<file path="src/rtl/sync_fifo_flags.sv">
// Single-clock FIFO with registered status flags, sticky overflow/underflow
// and selectable registered-read or first-word-fall-through output.
module sync_fifo_flags #(
  parameter int unsigned DATA_WIDTH         = 8,
  parameter int unsigned ADDRESS_WIDTH      = 3,
  parameter int unsigned ALMOST_FULL_LEVEL  = 6,
  parameter int unsigned ALMOST_EMPTY_LEVEL = 1,
  parameter int unsigned FWFT               = 0
) (
  input  logic                     Clock,
  input  logic                     Reset_Enable,
  input  logic                     Flush,
  input  logic                     Write_Enable,
  input  logic [DATA_WIDTH-1:0]    Data_In,
  input  logic                     Read_Enable,
  output logic [DATA_WIDTH-1:0]    Data_Out,
  output logic                     Data_Valid,
  output logic                     Full,
  output logic                     Empty,
  output logic                     Almost_Full,
  output logic                     Almost_Empty,
  output logic [ADDRESS_WIDTH:0]   Fill_Count,
  output logic                     Overflow,
  output logic                     Underflow
);

  localparam int unsigned DATA_DEPTH = 2 ** ADDRESS_WIDTH;
  localparam int unsigned CNT_WIDTH  = ADDRESS_WIDTH + 1;

  logic [DATA_WIDTH-1:0]    mem [DATA_DEPTH];
  logic [ADDRESS_WIDTH-1:0] wr_ptr;
  logic [ADDRESS_WIDTH-1:0] rd_ptr;
  logic [ADDRESS_WIDTH-1:0] wr_ptr_next_c;
  logic [ADDRESS_WIDTH-1:0] rd_ptr_next_c;
  logic [CNT_WIDTH-1:0]     fill_next_c;
  logic [DATA_WIDTH-1:0]    head_next_c;
  logic                     wr_accept_c;
  logic                     rd_accept_c;

  // Accept decode and next-state arithmetic; Flush overrides both requests.
  always_comb begin
    wr_accept_c   = Write_Enable && !Full  && !Flush;
    rd_accept_c   = Read_Enable  && !Empty && !Flush;
    wr_ptr_next_c = wr_ptr;
    rd_ptr_next_c = rd_ptr;
    fill_next_c   = Fill_Count;

    if (Flush) begin
      wr_ptr_next_c = '0;
      rd_ptr_next_c = '0;
      fill_next_c   = '0;
    end else begin
      if (wr_accept_c) wr_ptr_next_c = wr_ptr + ADDRESS_WIDTH'(1);
      if (rd_accept_c) rd_ptr_next_c = rd_ptr + ADDRESS_WIDTH'(1);
      if (wr_accept_c && !rd_accept_c)      fill_next_c = Fill_Count + CNT_WIDTH'(1);
      else if (rd_accept_c && !wr_accept_c) fill_next_c = Fill_Count - CNT_WIDTH'(1);
    end

    // Head word after this edge; bypass when the incoming write lands on it.
    if (wr_accept_c && (wr_ptr == rd_ptr_next_c)) head_next_c = Data_In;
    else                                          head_next_c = mem[rd_ptr_next_c];
  end

  // Storage is deliberately unreset; reset still blocks a same-cycle write.
  always_ff @(posedge Clock) begin
    if (!Reset_Enable && wr_accept_c) mem[wr_ptr] <= Data_In;
  end

  // Pointers, count and flags registered from the next-state count.
  always_ff @(posedge Clock) begin
    if (Reset_Enable) begin
      wr_ptr       <= '0;
      rd_ptr       <= '0;
      Fill_Count   <= '0;
      Full         <= 1'b0;
      Empty        <= 1'b1;
      Almost_Full  <= 1'b0;
      Almost_Empty <= 1'b1;
      Overflow     <= 1'b0;
      Underflow    <= 1'b0;
    end else begin
      wr_ptr       <= wr_ptr_next_c;
      rd_ptr       <= rd_ptr_next_c;
      Fill_Count   <= fill_next_c;
      Full         <= (fill_next_c == CNT_WIDTH'(DATA_DEPTH));
      Empty        <= (fill_next_c == '0);
      Almost_Full  <= (fill_next_c >= CNT_WIDTH'(ALMOST_FULL_LEVEL));
      Almost_Empty <= (fill_next_c <= CNT_WIDTH'(ALMOST_EMPTY_LEVEL));
      if (Flush) begin
        Overflow  <= 1'b0;
        Underflow <= 1'b0;
      end else begin
        if (Write_Enable && Full) Overflow  <= 1'b1;
        if (Read_Enable && Empty) Underflow <= 1'b1;
      end
    end
  end

  // Output data path: pulse-per-read in registered mode, live head in FWFT.
  always_ff @(posedge Clock) begin
    if (Reset_Enable) begin
      Data_Out   <= '0;
      Data_Valid <= 1'b0;
    end else if (FWFT == 0) begin
      Data_Valid <= rd_accept_c;
      if (rd_accept_c) Data_Out <= mem[rd_ptr];
    end else begin
      Data_Valid <= (fill_next_c != '0);
      if (rd_accept_c || (wr_accept_c && Empty)) Data_Out <= head_next_c;
    end
  end

endmodule
</file>
<file path="config.mk">
export PLATFORM = sky130hd
export DESIGN_NAME = sync_fifo_flags
export DESIGN_NICKNAME = d
export VERILOG_FILES = /design/src/rtl/sync_fifo_flags.sv
export SDC_FILE = /design/constraint.sdc
export NUM_CORES = 1
export LEC_CHECK = 0
export ABC_CLOCK_PERIOD_IN_PS = 2100
export CORE_MARGIN = 2
export CORE_UTILIZATION = 45
export CTS_CLUSTER_DIAMETER = 200
export DETAILED_ROUTE_END_ITERATION = 10
export GPL_ROUTABILITY_DRIVEN = 0
export PLACE_DENSITY = 0.72
export SETUP_SLACK_MARGIN = 0.05
export SYNTH_ARGS = -nofsm -noshare
export SYNTH_HDL_FRONTEND = slang
export SYNTH_SLANG_ARGS = --single-unit
</file>
<file path="constraint.sdc">
create_clock -name Clock -period 2.1 [get_ports Clock]
set_input_delay 0.21 -clock Clock [delete_from_list [all_inputs] [get_ports Clock]]
set_output_delay 0.21 -clock Clock [all_outputs]
set_load 0.01 [all_outputs]
</file>
==> results of run 1 <==
==> how the worst min path moves through the flow <==
stage	endpoint	slack, ns	cells past startpoint
floorplan	Data_Out[3]$_SDFFE_PP0P_	0.28	1
global placement	Underflow$_SDFFE_PP0P_	0.45	2
detailed placement	Overflow$_SDFFE_PP0P_	0.47	2
CTS	Overflow$_SDFFE_PP0P_	0.49	2
global route	Data_Out[7]$_SDFFE_PP0P_	0.52	2
finish	Overflow$_SDFFE_PP0P_	0.49	2
==> repair_timing <==
action | 4_1_cts | 5_1_grt
buffers inserted | 0 | 0
setup endpoints to repair | 0 | 1
resized for setup | 0 | 2
==> cells by family after synthesis <==
kind of cell / Yosys count
compound gates: 22
xor+xnor: 5
mux: 25
fa+ha+maj: 4
simple gates: 61
flops: 89
buf+inv: 12
==> sequential cells by signal, summed over array words and instances, names as in the netlist, 3 cells and up <==
name,flops
wr_ptr,3
rd_ptr,3
Fill_Count,4
mem,64
Data_Out,8
==> metal layers <==
layer	up-vias	wire length, um	global-route usage	part of all wire
met1	952	2910	0.228	0.45
met3	9	230	0.0271	0.036
met2	47	3170	0.269	0.49
met4	0	108	0.0746	0.017
li1	936	-	-	-
met5	-	0	0	0
==> report_power, final <==
group,leakage (nW),total (W),switching (W),internal (W)
clock,0.104,0.00119,0.000622,0.000563
sequential,0.780,0.00191,0.0000122,0.00190
combinational,0.489,0.000190,0.0000943,0.0000958
==> cell usage after synthesis, types with 2 or more instances <==
| library cell | count | share of area |
|---|---|---|
| a21oi_1 | 4 | 0.0057 |
| nand2b_1 | 3 | 0.0054 |
| clkbuf_1 | 3 | 0.0032 |
| mux2i_1 | 9 | 0.026 |
| ha_1 | 4 | 0.014 |
| nand3_2 | 2 | 0.0057 |
| and2b_2 | 2 | 0.0050 |
| a31o_1 | 2 | 0.0050 |
| inv_1 | 3 | 0.0032 |
| nand2_1 | 11 | 0.012 |
| a211oi_1 | 9 | 0.019 |
| a31oi_1 | 2 | 0.0036 |
| edfxtp_1 | 64 | 0.55 |
| nor3_1 | 4 | 0.0057 |
| nor2_1 | 28 | 0.030 |
| or3_1 | 2 | 0.0036 |
| xor2_1 | 2 | 0.0050 |
| buf_4 | 2 | 0.0043 |
| xnor2_1 | 3 | 0.0075 |
| dfxtp_1 | 25 | 0.14 |
| mux4_2 | 16 | 0.10 |
| buf_2 | 3 | 0.0043 |
==> worst reg2reg max path: stages, from the launching register on <==
cell and delay, ns:
dfxtp_2 0.41, inv_1 0.08, ha_1 0.33, nor3_1 0.23
a31oi_1 0.07, a22oi_1 0.21, nor4bb_2 0.37
==> cell type report <==
type                       count  area (sq um)  share of cell area
sequential                    89          2420               0.573
multi-input combinational    117          1020               0.240
timing repair buffer          50           453               0.107
tap                          102           128              0.0302
clock buffer                   9           124              0.0293
clock inverter                 7          76.3              0.0180
inverter                       3          11.3             0.00266
==> per-stage QoR <==
step                      utilization  power, W  cell area (sq um)  worst slack, ns  cells
after global placement          0.529   0.00214               4020            0.113    361
after global routing            0.556   0.00341               4230            0.163    377
after CTS                       0.555   0.00332               4220            0.179    377
after detailed placement        0.529   0.00214               4020            0.103    361
final                           0.556   0.00329               4230            0.312    377
after floorplan                     -   0.00205               3500           0.0792    218
==> flow_summary.json, run 1 <==
{
  "final_cell_mix": "edfxtp_1 (64), clkdlybuf4s50_1 (31), nor2_1 (28)",
  "synth_top_family_by_area": "multiplexers",
  "postCtsHoldBufs": 0,
  "drc": 0,
  "portBuffers": 31,
  "cts.clk_slew.worst_paths_ns": 0.09,
  "area_delta_synth_final_pct": 21.0,
  "critPathMaxFanout": 8,
  "worstSetupStartpoint": "Fill_Count[1]$_SDFF_PP0_",
  "critical_path.startpoint_type": "register",
  "grt_pass1_vias": 1937,
  "hpwlAfterDp_mm": 4.33,
  "critPathCaptureType": "register",
  "fin_hold_ws_ns": 0.491,
  "slew_viol_final": 0,
  "reg2reg_to": "Full$_SDFF_PP0_",
  "synthArstFlopShare": 0,
  "worstSkewPairLatency_ns": 0.35,
  "synthMuxAreaShare": 0.129,
  "drtIter0Drc": 89,
  "cts_buffer_depth": 2,
  "rsz0062_at_grt": "false",
  "max_freq_mhz": 559,
  "hold_viol_final": 0,
  "synthXorXnorAreaFrac": 0.0125,
  "setup_viol": 0,
  "cpLargestDelayFamily": "simple AND/OR/NAND/NOR gates",
  "setup.worst_path.class": "reg -> reg",
  "num_rows": 32,
  "ys_types": 37,
  "ios": 32,
  "wl_mm": 6.42,
  "setup-tns-final_ns": 0,
  "grt_pass1_wl_mm": 10.4,
  "die_h_um": 92.1,
  "skew_ns": 0.00763,
  "nNetsFinal": 287,
  "post-route-period-util": 0.851,
  "cp_slowest_cell": "dfxtp_2",
  "worstHoldStart": "Overflow$_SDFFE_PP0P_",
  "n_antenna_cell": 0,
  "synth_area_per_cell_sq_um": 16.0,
  "synth_warnings": 0,
  "start_util": 0.460,
  "first_pass_iters": 4,
  "grt_start_max_net_pins": 19,
  "synthFlopType": "edfxtp_1",
  "vdd_drop_max_mv": 0.378,
  "min_path_type": "reg -> reg",
  "synth_area_sq_um": 3500,
  "rrSetupSlack_ns": 0.31,
  "grt_remaining_overflow": 0,
  "drive_gt1_frac": 0.225,
  "dieArea_sq_um": 8490,
  "wl_per_cell_um": 17.0,
  "critPathArrivalTime_ns": 2.03,
  "num_vias": 1944,
  "final_common_cell": "edfxtp_1",
  "syn-num-nets": 235,
  "tightest_slew_ns": 0.582,
  "syn-instance-count": 218,
  "layout_min_cycle_time_ns": 1.79,
  "antenna_left": 0,
  "post_drt_via_cell_ratio": 5.16,
  "crit_chain": "inv_1, ha_1, nor3_1, a31oi_1, a22oi_1, nor4bb_2",
  "relSlewSlack": 0.611,
  "path_buf_inv": 1,
  "required_ns": 2.35,
  "cp.depth": 6,
  "critPathMaxStageDelay_ns": 0.41,
  "clk_root_buffer_cell": "clkbuf_8",
  "grt_usage": 0.168,
  "h-tree-depth": 3,
  "synth.yosys.seq_area_share": 0.693,
  "fill_cells": 643,
  "reg2reg_from": "Fill_Count[1]$_SDFF_PP0_",
  "synth_edf_count": 64,
  "status": "complete, no violations",
  "antenna_found_initial": 0,
  "cts_sinks": 89,
  "r2r_cells": 6,
  "synthSimpleGateAreaFrac": 0.0870,
  "cts_tree": "done",
  "max-cap-violations": 0,
  "fp.coreArea_sq_um": 7610,
  "cts-buffers-inserted": 9,
  "synth_seq_cells": 89,
  "p_leak_nw": 1.37,
  "synth_compound_area_frac": 0.0462,
  "cp-endpoint": "Full$_SDFF_PP0_",
  "powerDensity_nw_per_um2": 777,
  "synth_fa_ha_area_frac": 0.0143,
  "die_w_um": 92.1
}
Power figures use the tool's default switching activity.
==> inputs of run 2 (changes only) <==
Settings changed: SETUP_SLACK_MARGIN 0.05 to 0.4.
==> run 2 against run 1 <==
Via count rose by 1.5%; combinational power rose by 8%; fmax rose by 9.7%; total power rose by 1.4%; sequential share of layout area fell by 1.0 points; sequential power barely moved; largest power group unchanged; non-clock buffer count fell by 2.
==> flow_summary.json, run 2 (same netlist as run 1, synthesis figures left out) <==
{
  "status": "complete, no violations",
  "fp.coreArea_sq_um": 7610,
  "min_path_type": "reg -> reg",
  "largestRegisters": "mem: 64 flops, Data_Out: 8 flops, Fill_Count: 4 flops",
  "grt_pass1_wl_mm": 10.1,
  "stdcell_area_sq_um": 4310,
  "cts_sinks": 89,
  "switching_share": 0.227,
  "cts_tree": "done",
  "setup-tns-final_ns": 0,
  "max-cap-violations": 0,
  "slew_viol_final": 0,
  "rrSetupSlack_ns": 0.49,
  "placed_cell_area_sq_um": 4030,
  "setup.worst_path.class": "in -> reg",
  "critical_path.startpoint_type": "input port",
  "final_common_cell": "edfxtp_1",
  "worstSetupStartpoint": "Flush",
  "hpwlAfterDp_mm": 4.33,
  "critPathMaxFanout": 8,
  "antenna_found_initial": 0,
  "area_delta_synth_final_pct": 23.3,
  "power.share.sequential": 0.574,
  "start_util": 0.460,
  "power_frac_comb": 0.062,
  "wl_per_cell_um": 17.1,
  "cts-buffers-inserted": 9,
  "first_pass_iters": 4,
  "grt_usage": 0.164,
  "critPathMaxStageDelay_ns": 0.42,
  "cp-endpoint": "mem[4][7]$_DFFE_PP_",
  "critPathCaptureType": "register",
  "worstHoldStart": "Overflow$_SDFFE_PP0P_",
  "final_cell_mix": "edfxtp_1 (64), clkdlybuf4s50_1 (31), nor2_1 (28)",
  "rsz0062_at_grt": "true",
  "die_h_um": 92.1,
  "layout_min_cycle_time_ns": 1.63,
  "cts.clk_slew.worst_paths_ns": 0.09,
  "num_vias": 1974,
  "ios": 32,
  "reg2reg_to": "Almost_Empty$_SDFF_PP1_",
  "antenna_left": 0,
  "setup_viol": 0,
  "clkPwrFrac": 0.365,
  "grt_pass1_vias": 1968,
  "relSlewSlack": 0.627,
  "vdd_drop_max_mv": 0.391,
  "grt_start_max_net_pins": 19,
  "clk_root_buffer_cell": "clkbuf_8",
  "setup_slack_ns": 0.471,
  "cp_slowest_cell": "clkdlybuf4s50_1",
  "drc": 0,
  "skew_ns": 0.0176,
  "required_ns": 2.17,
  "post-route-period-util": 0.776,
  "crit_chain": "clkdlybuf4s50_1, or2_2, or3_4, nor2_1, buf_4",
  "p_int_w": 0.00258,
  "hold_viol_final": 0,
  "nNetsFinal": 285,
  "largest-register": "mem",
  "r2r_cells": 5,
  "tightest_slew_ns": 0.559,
  "die_w_um": 92.1,
  "wl_mm": 6.42,
  "portBuffers": 31,
  "n_antenna_cell": 0,
  "dieArea_sq_um": 8490,
  "drtIter0Drc": 166,
  "post_drt_via_cell_ratio": 5.26,
  "reg2reg_from": "Full$_SDFF_PP0_",
  "grt_remaining_overflow": 0,
  "pre_cts_slack_ns": 0.0519,
  "powerDensity_nw_per_um2": 773,
  "worstSkewPairLatency_ns": 0.36,
  "p_leak_nw": 1.40,
  "power_switching_w": 0.000755,
  "drive_gt1_frac": 0.253,
  "max_freq_mhz": 614,
  "h-tree-depth": 3,
  "num_rows": 32,
  "fin_util": 0.567,
  "cts_buffer_depth": 2,
  "largest_reg_flops": 64,
  "critPathArrivalTime_ns": 1.70
}
==> run 2: worst min path at each step <==
stage	endpoint	slack [ns]	cells past startpoint
6_report	Overflow$_SDFFE_PP0P_	0.48	2
5_1_grt	Data_Out[2]$_SDFFE_PP0P_	0.53	2
4_1_cts	Overflow$_SDFFE_PP0P_	0.49	2
3_5_place_dp	Overflow$_SDFFE_PP0P_	0.46	2
3_3_place_gp	Overflow$_SDFFE_PP0P_	0.45	2
2_1_floorplan	Data_Out[3]$_SDFFE_PP0P_	0.28	1
==> run 2: power by group through the flow <==
stage               combinational (W)  clock, W  sequential [W]
floorplan                   0.0000905         0         0.00196
global placement             0.000191         0         0.00195
detailed placement           0.000195         0         0.00195
CTS                          0.000196   0.00125         0.00191
global route                 0.000223   0.00131         0.00191
finish                       0.000205   0.00122         0.00191
==> run 2: routing by layer <==
layer	global-route usage	vias up	part of all wire
li1	-	935	-
met1	0.215	974	0.45
met2	0.265	59	0.49
met3	0.0296	6	0.046
met4	0.0784	0	0.015
met5	0	-	0
==> run 2: worst max-delay path: cells and delay by family <==
| kind | cells | cell delay, ns |
|---|---|---|
| simple gates | 3 | 0.88 |
| buf+inv | 2 | 0.61 |
==> run 2: what timing repair did <==
action / in CTS / in global routing
pin swaps: 0 / 1
hold buffers: 0 / 0
buffers inserted: 0 / 0
endpoints found under the setup margin: 2 / 68
gates resized for setup: 2 / 11
==> run 2: cell type report <==
cell class,count,area [sq um]
Fill cell,591,3300
Sequential cell,89,2430
Multi-Input combinational cell,117,1090
Timing Repair Buffer,48,450
Tap cell,102,128
Clock buffer,9,124
Clock inverter,7,86.3
Inverter,3,11.3
==> run 2: per-stage QoR <==
step | hold slack (ns) | instances | total power (W)
5_1_grt | 0.527 | 375 | 0.00345
2_1_floorplan | 0.283 | 218 | 0.00205
3_5_place_dp | 0.463 | 359 | 0.00215
4_1_cts | 0.485 | 375 | 0.00335
3_3_place_gp | 0.450 | 359 | 0.00214
6_report | 0.476 | 375 | 0.00333
